### src/rtl/branch_predictor_pkg.sv
// bp_pkg: shared definitions for the fetch-stage branch predictor.
//   kind_e          control-transfer class reported by ID (BR/JAL/JALR/RET)
//   ctr_weak_nt()   counter reset value (weakly not-taken) for a given width
//   ctr_weak_t()    counter value on BR allocation (weakly taken)
//   ctr_max()       upper saturation value of the direction counter
package bp_pkg;

   typedef enum logic [1:0] {
      KindBr   = 2'd0,
      KindJal  = 2'd1,
      KindJalr = 2'd2,
      KindRet  = 2'd3
   } kind_e;

   localparam int unsigned CtrBitsDefault = 2;

   function automatic int unsigned ctr_weak_nt(input int unsigned bits);
      return (32'd1 << (bits - 1)) - 32'd1;
   endfunction

   function automatic int unsigned ctr_weak_t(input int unsigned bits);
      return 32'd1 << (bits - 1);
   endfunction

   function automatic int unsigned ctr_max(input int unsigned bits);
      return (32'd1 << bits) - 32'd1;
   endfunction

endpackage

### src/rtl/branch_predictor_if.sv
// branch_predictor_if: bundle between the pipeline (master) and the predictor (slave).
//   lookup_pc                 IF PC to predict
//   pred_taken, pred_target   combinational prediction for lookup_pc
//   upd_valid/pc/kind/taken/target   resolution feedback from ID
//   ras_push, ras_push_addr, ras_pop  return-stack maintenance from ID
//   ras_empty                 return stack holds no entries
interface branch_predictor_if
   import bp_pkg::*;
#(
   parameter int unsigned XLEN = 32
);

   logic [XLEN-1:0] lookup_pc;
   logic            pred_taken;
   logic [XLEN-1:0] pred_target;
   logic            upd_valid;
   logic [XLEN-1:0] upd_pc;
   kind_e           upd_kind;
   logic            upd_taken;
   logic [XLEN-1:0] upd_target;
   logic            ras_push;
   logic [XLEN-1:0] ras_push_addr;
   logic            ras_pop;
   logic            ras_empty;

   modport master (
      output lookup_pc, upd_valid, upd_pc, upd_kind, upd_taken, upd_target,
      output ras_push, ras_push_addr, ras_pop,
      input  pred_taken, pred_target, ras_empty
   );

   modport slave (
      input  lookup_pc, upd_valid, upd_pc, upd_kind, upd_taken, upd_target,
      input  ras_push, ras_push_addr, ras_pop,
      output pred_taken, pred_target, ras_empty
   );

endinterface

### src/rtl/branch_predictor_return_stack.sv
// return_stack: circular return-address stack.
//   clk, rst    clock, synchronous active-high reset
//   push        write push_addr as new top (overwrites oldest when full)
//   push_addr   return address to push
//   pop         drop top entry (ignored when empty)
//   top         current top entry
//   empty       no entries held
// push and pop together replace the top entry; on an empty stack this acts as a push.
module return_stack #(
   parameter int unsigned RAS_DEPTH = 4,
   parameter int unsigned XLEN      = 32
) (
   input  logic            clk,
   input  logic            rst,
   input  logic            push,
   input  logic [XLEN-1:0] push_addr,
   input  logic            pop,
   output logic [XLEN-1:0] top,
   output logic            empty
);

   localparam int unsigned PTR_W = (RAS_DEPTH > 1) ? $clog2(RAS_DEPTH) : 1;
   localparam int unsigned CNT_W = $clog2(RAS_DEPTH + 1);

   logic [XLEN-1:0]  stack_q [RAS_DEPTH];
   logic [PTR_W-1:0] ptr_q;
   logic [CNT_W-1:0] cnt_q;
   logic [PTR_W-1:0] ptr_inc;
   logic [PTR_W-1:0] ptr_dec;
   logic             full;

   always_comb begin
      ptr_inc = (ptr_q == PTR_W'(RAS_DEPTH - 1)) ? '0 : ptr_q + PTR_W'(1);
      ptr_dec = (ptr_q == '0) ? PTR_W'(RAS_DEPTH - 1) : ptr_q - PTR_W'(1);
      full    = (cnt_q == CNT_W'(RAS_DEPTH));
      empty   = (cnt_q == '0);
      top     = stack_q[ptr_q];
   end

   always_ff @(posedge clk) begin
      if (rst) begin
         ptr_q <= '0;
         cnt_q <= '0;
      end else if (push && pop && !empty) begin
         stack_q[ptr_q] <= push_addr;
      end else if (push) begin
         // When full the slot after top is the oldest entry, so it is overwritten.
         stack_q[ptr_inc] <= push_addr;
         ptr_q            <= ptr_inc;
         if (!full) begin
            cnt_q <= cnt_q + CNT_W'(1);
         end
      end else if (pop && !empty) begin
         ptr_q <= ptr_dec;
         cnt_q <= cnt_q - CNT_W'(1);
      end
   end

endmodule

### src/rtl/branch_predictor.sv
// branch_predictor: direct-mapped BTB with per-entry saturating direction counters
// plus a return-address stack, looked up combinationally in IF and trained from ID.
//   clk, rst   clock, synchronous active-high reset
//   bus        branch_predictor_if.slave (lookup, prediction, update, RAS control)
// Lookups see pre-update contents; updates and RAS writes land on the rising edge.
module branch_predictor
   import bp_pkg::*;
#(
   parameter int unsigned ENTRIES   = 16,
   parameter int unsigned CTR_BITS  = CtrBitsDefault,
   parameter int unsigned RAS_DEPTH = 4,
   parameter int unsigned XLEN      = 32
) (
   input logic              clk,
   input logic              rst,
   branch_predictor_if.slave bus
);

   localparam int unsigned IDX   = $clog2(ENTRIES);
   localparam int unsigned TAG_W = XLEN - IDX - 2;

   localparam logic [CTR_BITS-1:0] CtrWeakNt = CTR_BITS'(ctr_weak_nt(CTR_BITS));
   localparam logic [CTR_BITS-1:0] CtrWeakT  = CTR_BITS'(ctr_weak_t(CTR_BITS));
   localparam logic [CTR_BITS-1:0] CtrMax    = CTR_BITS'(ctr_max(CTR_BITS));

   // BTB state as flop arrays so reset can clear every entry in one cycle.
   logic                valid_q  [ENTRIES];
   logic [TAG_W-1:0]    tag_q    [ENTRIES];
   kind_e               kind_q   [ENTRIES];
   logic [XLEN-1:0]     target_q [ENTRIES];
   logic [CTR_BITS-1:0] ctr_q    [ENTRIES];

   logic [IDX-1:0]      lk_idx;
   logic [TAG_W-1:0]    lk_tag;
   logic                lk_hit;
   logic [IDX-1:0]      up_idx;
   logic [TAG_W-1:0]    up_tag;
   logic                up_hit;
   logic [CTR_BITS-1:0] ctr_next;
   logic                pred_taken;
   logic [XLEN-1:0]     pred_target;
   logic [XLEN-1:0]     ras_top;
   logic                ras_empty;
   logic                unused_pc_bits;

   // Instructions are word aligned; the low PC bits carry no information.
   assign unused_pc_bits = ^{bus.lookup_pc[1:0], bus.upd_pc[1:0]};

   return_stack #(
      .RAS_DEPTH (RAS_DEPTH),
      .XLEN      (XLEN)
   ) u_ras (
      .clk       (clk),
      .rst       (rst),
      .push      (bus.ras_push),
      .push_addr (bus.ras_push_addr),
      .pop       (bus.ras_pop),
      .top       (ras_top),
      .empty     (ras_empty)
   );

   // Lookup
   always_comb begin
      lk_idx      = bus.lookup_pc[IDX+1:2];
      lk_tag      = bus.lookup_pc[XLEN-1:IDX+2];
      lk_hit      = valid_q[lk_idx] && (tag_q[lk_idx] == lk_tag);
      pred_taken  = 1'b0;
      pred_target = '0;
      if (lk_hit) begin
         unique case (kind_q[lk_idx])
            KindBr:  pred_taken = ctr_q[lk_idx][CTR_BITS-1];
            default: pred_taken = 1'b1;
         endcase
         if (kind_q[lk_idx] == KindRet && !ras_empty) begin
            pred_target = ras_top;
         end else begin
            pred_target = target_q[lk_idx];
         end
      end
   end

   assign bus.pred_taken  = pred_taken;
   assign bus.pred_target = pred_target;
   assign bus.ras_empty   = ras_empty;

   // Update-side decode and saturating counter step
   always_comb begin
      up_idx = bus.upd_pc[IDX+1:2];
      up_tag = bus.upd_pc[XLEN-1:IDX+2];
      up_hit = valid_q[up_idx] && (tag_q[up_idx] == up_tag);
      if (bus.upd_taken) begin
         ctr_next = (ctr_q[up_idx] == CtrMax) ? ctr_q[up_idx] : ctr_q[up_idx] + CTR_BITS'(1);
      end else begin
         ctr_next = (ctr_q[up_idx] == '0) ? ctr_q[up_idx] : ctr_q[up_idx] - CTR_BITS'(1);
      end
   end

   always_ff @(posedge clk) begin
      if (rst) begin
         for (int i = 0; i < int'(ENTRIES); i++) begin
            valid_q[i] <= 1'b0;
            ctr_q[i]   <= CtrWeakNt;
         end
      end else if (bus.upd_valid) begin
         if (up_hit) begin
            if (bus.upd_kind == KindBr) begin
               ctr_q[up_idx] <= ctr_next;
               if (bus.upd_taken) begin
                  target_q[up_idx] <= bus.upd_target;
               end
            end else begin
               target_q[up_idx] <= bus.upd_target;
            end
         end else if (bus.upd_taken) begin
            // Allocate only on taken: a not-taken miss would predict fall-through anyway.
            valid_q[up_idx]  <= 1'b1;
            tag_q[up_idx]    <= up_tag;
            kind_q[up_idx]   <= bus.upd_kind;
            target_q[up_idx] <= bus.upd_target;
            if (bus.upd_kind == KindBr) begin
               ctr_q[up_idx] <= CtrWeakT;
            end
         end
      end
   end

endmodule

### src/flat_wrapper.sv
// flat-port wrapper written by rule: the top's interface ports become plain ports
module branch_predictor_flat import bp_pkg::*;
#(
   parameter int unsigned ENTRIES   = 16,
   parameter int unsigned CTR_BITS  = CtrBitsDefault,
   parameter int unsigned RAS_DEPTH = 4,
   parameter int unsigned XLEN      = 32
)
  (clk, rst, bus_lookup_pc, bus_upd_valid, bus_upd_pc, bus_upd_kind, bus_upd_taken, bus_upd_target, bus_ras_push, bus_ras_push_addr, bus_ras_pop, bus_pred_taken, bus_pred_target, bus_ras_empty);
  branch_predictor_if #(.XLEN(XLEN)) bus_i ();
  input logic clk;
  input logic rst;
  input wire logic [$bits(bus_i.lookup_pc)-1:0] bus_lookup_pc;
  input wire logic [$bits(bus_i.upd_valid)-1:0] bus_upd_valid;
  input wire logic [$bits(bus_i.upd_pc)-1:0] bus_upd_pc;
  input wire logic [$bits(bus_i.upd_kind)-1:0] bus_upd_kind;
  input wire logic [$bits(bus_i.upd_taken)-1:0] bus_upd_taken;
  input wire logic [$bits(bus_i.upd_target)-1:0] bus_upd_target;
  input wire logic [$bits(bus_i.ras_push)-1:0] bus_ras_push;
  input wire logic [$bits(bus_i.ras_push_addr)-1:0] bus_ras_push_addr;
  input wire logic [$bits(bus_i.ras_pop)-1:0] bus_ras_pop;
  output wire logic [$bits(bus_i.pred_taken)-1:0] bus_pred_taken;
  output wire logic [$bits(bus_i.pred_target)-1:0] bus_pred_target;
  output wire logic [$bits(bus_i.ras_empty)-1:0] bus_ras_empty;
  assign bus_i.lookup_pc = bus_lookup_pc;
  assign bus_i.upd_valid = bus_upd_valid;
  assign bus_i.upd_pc = bus_upd_pc;
  assign bus_i.upd_kind = bus_upd_kind;
  assign bus_i.upd_taken = bus_upd_taken;
  assign bus_i.upd_target = bus_upd_target;
  assign bus_i.ras_push = bus_ras_push;
  assign bus_i.ras_push_addr = bus_ras_push_addr;
  assign bus_i.ras_pop = bus_ras_pop;
  assign bus_pred_taken = bus_i.pred_taken;
  assign bus_pred_target = bus_i.pred_target;
  assign bus_ras_empty = bus_i.ras_empty;
  branch_predictor #(.ENTRIES(ENTRIES), .CTR_BITS(CTR_BITS), .RAS_DEPTH(RAS_DEPTH), .XLEN(XLEN)) u_core (.clk(clk), .rst(rst), .bus(bus_i));
endmodule
### config.mk
export PLATFORM = sky130hd
export DESIGN_NAME = branch_predictor_flat
export DESIGN_NICKNAME = d
export VERILOG_FILES = /design/src/rtl/branch_predictor_pkg.sv /design/src/rtl/branch_predictor_if.sv /design/src/rtl/branch_predictor_return_stack.sv /design/src/rtl/branch_predictor.sv /design/src/flat_wrapper.sv
export SDC_FILE = /design/constraint.sdc
export NUM_CORES = 1
export LEC_CHECK = 0
export BUFFER_PORTS_ARGS = -buffer_cell sky130_fd_sc_hd__buf_2
export CORE_ASPECT_RATIO = 0.75
export CORE_MARGIN = 2
export CORE_UTILIZATION = 25
export CTS_BUF_LIST = sky130_fd_sc_hd__clkbuf_8
export DETAILED_ROUTE_END_ITERATION = 6
export GPL_TIMING_DRIVEN = 1
export SETUP_SLACK_MARGIN = 0.2
export SYNTH_ARGS = -nofsm -noshare
export SYNTH_HDL_FRONTEND = slang
export SYNTH_HIERARCHICAL = 1
export SYNTH_SLANG_ARGS = --single-unit
### constraint.sdc
create_clock -name clk -period 6.5 [get_ports clk]
set_input_delay 0.325 -clock clk [delete_from_list [all_inputs] [get_ports clk]]
set_output_delay 0.325 -clock clk [all_outputs]
set_load 0.02 [all_outputs]
# Yosys cells after proc, flatten, opt, wreduce, memory -nomap -nowiden
# Memory sizes are Yosys's and may differ from the RTL's. A register that Yosys moved wholly into a read port is not among the register bits.
# Cells that the tools add are included.
# word_totals
word_cells	105
n_memories	6
in_bits	136
output_inout_bits	34
mem_bits_rw	1136
ff_bits	5
# mem_list
name	words	word_bits	read_ports	rd_ports_with_merged_regs	write_ports	line_no	rtl
u_core.target_q	16	32	1	0	1	branch_predictor.sv:30	logic [XLEN-1:0] target_q [ENTRIES];
u_core.tag_q	16	26	2	0	1	branch_predictor.sv:28	logic [TAG_W-1:0] tag_q [ENTRIES];
u_core.u_ras.stack_q	4	32	1	1	1	branch_predictor_return_stack.sv:25	logic [XLEN-1:0] stack_q [RAS_DEPTH];
u_core.ctr_q	16	2	2	0	16	branch_predictor.sv:31	logic [CTR_BITS-1:0] ctr_q [ENTRIES];
u_core.kind_q	16	2	1	0	1	branch_predictor.sv:29	kind_e kind_q [ENTRIES];
u_core.valid_q	16	1	2	0	16	branch_predictor.sv:27	logic valid_q [ENTRIES];
# classes
n_mux	62
bitwise_logic	4
eq_ne	7
addsub	6
reduce_logical	18
# op_table
operator	count
32-bit 2-to-1 mux	5
26-bit == test	2
1-bit 2-to-1 mux	40
32-bit OR reduction	1
2-bit 2-to-1 mux	12
3-bit 2-to-1 mux	3
2-bit logical NOT	4
4-bit 2-to-1 mux	2
2-bit == test (second input constant)	3
1-bit logical AND	6
2-bit by 1-bit adder with 2-bit output (second input constant)	2
2-bit by 1-bit subtractor with 2-bit output (second input constant)	2
3-bit by 1-bit adder with 3-bit output (second input constant)	1
3-bit == test (second input constant)	1
3-bit logical NOT	1
1-bit OR	3
3-bit AND reduction	1
3-bit by 1-bit subtractor with 3-bit output (second input constant)	1
2-bit != test (second input constant)	1
2-bit AND reduction	1
2-bit nonzero test	1
2-bit OR reduction	1
1-bit logical NOT	1
1-bit inverter	1
1-bit OR reduction	1

# Logic depth before layout (Yosys ltp)
# logic_depth
ltp_word	10
ltp_mapped	14
depth_no_buf	8

# By module
# Netlist, hierarchy kept.
# by_module_without_submodules
mod	n_inst	area_per_inst_um2	seq_area_each_um2	cells_each
branch_predictor	1	43510.5	30108.9	2084
return_stack	1	5093.6	3983.8	227

# Least setup slack after synthesis
# No wires, ideal clock.
# synth_timing
path_type	input-to-reg
startpoint	input port bus_upd_pc[2]
endpoint	memory u_core.target_q[11][0], enable pin
required_time_ns	6.039
path_slack_ns	0.950
arrival_ns	5.089
stages	13
path_cell_list	buf_4 buf_6 buf_6 buf_6 mux4_2 mux2i_1 xor2_1 nand3_1 nand4b_1 a2111oi_2 a41oi_2 buf_2 nor3_1
# synth_via
elab_chain_len	9
elab_cells_between_ends	18
classes_between	eq/ne: 1; mux: 12; bitwise: 2; reduce/logical: 1; memory: 2
# synth_rtl
element	line_no	rtl
start: declaration	flat_wrapper.sv:15	input wire logic [$bits(bus_i.upd_pc)-1:0] bus_upd_pc;
memory read 16 x 26 bit	n/a	
26-bit == test	branch_predictor.sv:90	up_hit = valid_q[up_idx] && (tag_q[up_idx] == up_tag);
1-bit logical AND	branch_predictor.sv:90	
1-bit 2-to-1 mux	branch_predictor.sv:105	if (up_hit) begin
1-bit 2-to-1 mux	branch_predictor.sv:104	end else if (bus.upd_valid) begin
1-bit 2-to-1 mux	branch_predictor.sv:99	if (rst) begin
1-bit 2-to-1 mux (on tied branches)	branch_predictor.sv:109, branch_predictor.sv:112	
1-bit OR (no source line) (2 in a row)	n/a	
end: declaration	branch_predictor.sv:30	
# Several ways; a longest one is shown, not always the timed one.

==> flow_summary.ini <==
[logic_synthesis]
ys_warn_count = 6
synthesis.area_sq_mm = 0.0486
syn_area_per_cell_sq_um = 21.0
synthCells = 2311
synth.most_common_cell = edfxtp_1
synth_cell_type_count = 69
yosysSeqAreaShare = 0.701
yosys-top-cells-area = edfxtp_1 (69%), mux4_2 (19%), mux2i_1 (2.9%), dfxtp_1 (0.95%), xnor2_1 (0.63%)
ys.flop_type = edfxtp_1
synth_edf_count = 1120
yosys.area.top_type = edfxtp_1
synth_fp_nets = 2449
ys_top_cells_by_count = edfxtp_1 (1,120), mux4_2 (418), mux2i_1 (141), nor2_1 (59), clkbuf_1 (58)
synth_seq_cells = 1143
synth_top_area_share = 0.692
synth-async-reset-ratio = 0

[sta]
hold_violations = 0
finalSetupTns_ns = 0
fin_crit_sh = 0.751
fmax_ghz = 0.205
worst_pin_slew_ns = 1.22
fin_ws_ns = 1.62
slew_headroom = 0.188
rsz0062_at_grt = false
setup-violations-final = 0
fin_crit_ns = 4.88
drv_slew = 0
finClkSkew_ns = 0.0543

[worst_setup_path]
critPathLaunch = u_core/tag_q[14][20]
cp-start-kind = flip-flop
slowest_stage = xnor2_1
worstPathArrival_ns = 4.55
slowest_delay_ns = 0.61
reg2regPathDepth = 9
r2r-start = u_core/tag_q[1][24]
end_kind = primary output
critPathKind = flip-flop to primary output
cp_num_cells = 10
cp_num_buf_inv = 3
required_ns = 6.17
cp_top_family = multiplexers
path_cells = mux4_2, mux4_2, xnor2_1, nand4_1, nor4_1, buf_4, nand4_1, buf_4, nor2_1, buf_2
crit_fanout = 33

[route]
ant_nets = 0
wl_per_cell_um = 24.1
drt-initial-drc-count = 2516
drt_wl_total_mm = 130
via_count = 25600
detail_route.first_pass.iterations = 5
drcViolationCount = 0
vias_per_cell = 4.76

[cts]
root_buffer = clkbuf_8
cts_setup_buffers = 0
cts_buffer_depth = 3
cts.sinks = 1143
cts.clk_slew.worst_paths_ns = 0.07
insertion_delay_ns = 0.90
cts_buffers = 178
cts_tree = yes
cts-htree-levels = 4

[hold_path]
hold_path_depth = 3
hold_path.startpoint = rst
hold_class = input pin to flip-flop

[grt]
grt_pass1_vias = 26000
top_usage_layer = met2
grt_pass1_wl_mm = 186
use_met1 = 0.174
grt_use_met3 = 0.0280
grt_use_met2 = 0.207
grt_max_degree = 85
grt_overflow_total = 0
grt_usage = 0.128
antenna_found_initial = 27

[cells_and_area]
post_route_cells_drive_above_1_share = 0.338
finalInstanceArea_sq_mm = 0.0574
n_fill_cell = 18800
final_util = 0.296
finalNetCount = 2817
syn2layout_area_growth_pct = 18.1

[place]
gp_congestion = 0.782
place_area_sq_mm = 0.0530
port-buffer-count = 165
dp_hpwl_mm = 75.4
pre_cts_ws_ns = 1.16

[floorplan]
dieHeight_um = 386
rows = 140
die-area_sq_mm = 0.198
fp.coreArea_sq_mm = 0.194
ios = 170
die_w_um = 513
initial_core_util = 0.251

[run_status]
status = completed

[job]
drv_cap = 0

[power_and_ir_drop]
p_per_area_mw_per_mm2 = 273
peakVddDrop_uv = 187
leakage_nw = 18.3
==> cell families after synthesis <==
kind of cell | share of synthesized area
buf+inv | 0.0169
flops | 0.701
mux | 0.224
simple gates | 0.0209
compound gates | 0.0255
xor+xnor | 0.0106
fa+ha+maj | 0.000669
==> final timing paths <==
kind,slack [ns],endpoint
setup / recovery,1.62,bus_pred_target[0]
hold / removal,0.12,u_core/u_ras/cnt_q[0]
setup reg to reg,1.85,u_core/tag_q[13][22]
hold reg to reg,0.49,u_core/valid_q[15]
==> report_power, final <==
group	internal [mW]	switching [mW]	total (mW)
sequential	8.25	0.0732	8.32
combinational	0.644	0.837	1.48
clock	3.02	2.85	5.86
==> metrics by stage <==
step	total power [mW]	std cells	hold WS, ns
after global routing	16.2	5372	0.130
after CTS	15.8	5369	0.0461
after global placement	9.89	4959	0.474
after floorplan	9.37	2311	0.394
final	15.7	5376	0.118
after detailed placement	9.90	4959	0.477
==> registers in the layout, indices dropped and copies added (netlist names), named ones only <==
name,count
u_core/valid_q,16
u_core/ctr_q,32
u_core/u_ras/stack_q,128
u_core/tag_q,416
u_core/u_ras/cnt_q,3
u_core/kind_q,32
u_core/target_q,512
u_core/u_ras/ptr_q,2
==> area by class of cell <==
type,count,area (sq um),area share
clock inverter,135,933,0.0163
timing repair buffer,339,2650,0.0462
multi-input combinational,996,13900,0.243
inverter,21,78.8,0.00137
antenna,7,17.5,0.000305
clock buffer,179,2460,0.0429
tap,2556,3200,0.0557
sequential,1143,34100,0.594
==> timing repair <==
action                     CTS  global route
hold endpoints to repair  1095             0
resized for setup            0             0
hold buffers                96             0
==> worst min-delay path, cell delays in order <==
cell and delay (ns):
buf_2 0.16, buf_4 0.30, a21oi_1 0.17
==> metal layers <==
layer	vias to the layer above	routed length, um	share of wire
met1	13700	55600	0.43
met5	-	131	0.0010
met4	22	2750	0.021
li1	10600	-	-
met3	225	9510	0.073
met2	1059	61800	0.48
==> cells in the final DEF (no fill, tap or decap), drive strengths merged, types with 31 or more instances in the layout <==
cell type    Yosys  final
mux4           418    418
xnor2           35     35
mux2i          141    141
clkinv           0     69
nand2           32     32
edfxtp        1120   1120
buf             92    243
nand3           31     31
a21oi           31     31
nor2            59     59
dlygate4sd3      0     96
o21bai          32     32
clkbuf          59    179
inv             21     69
(Power assumes the default switching activity.)
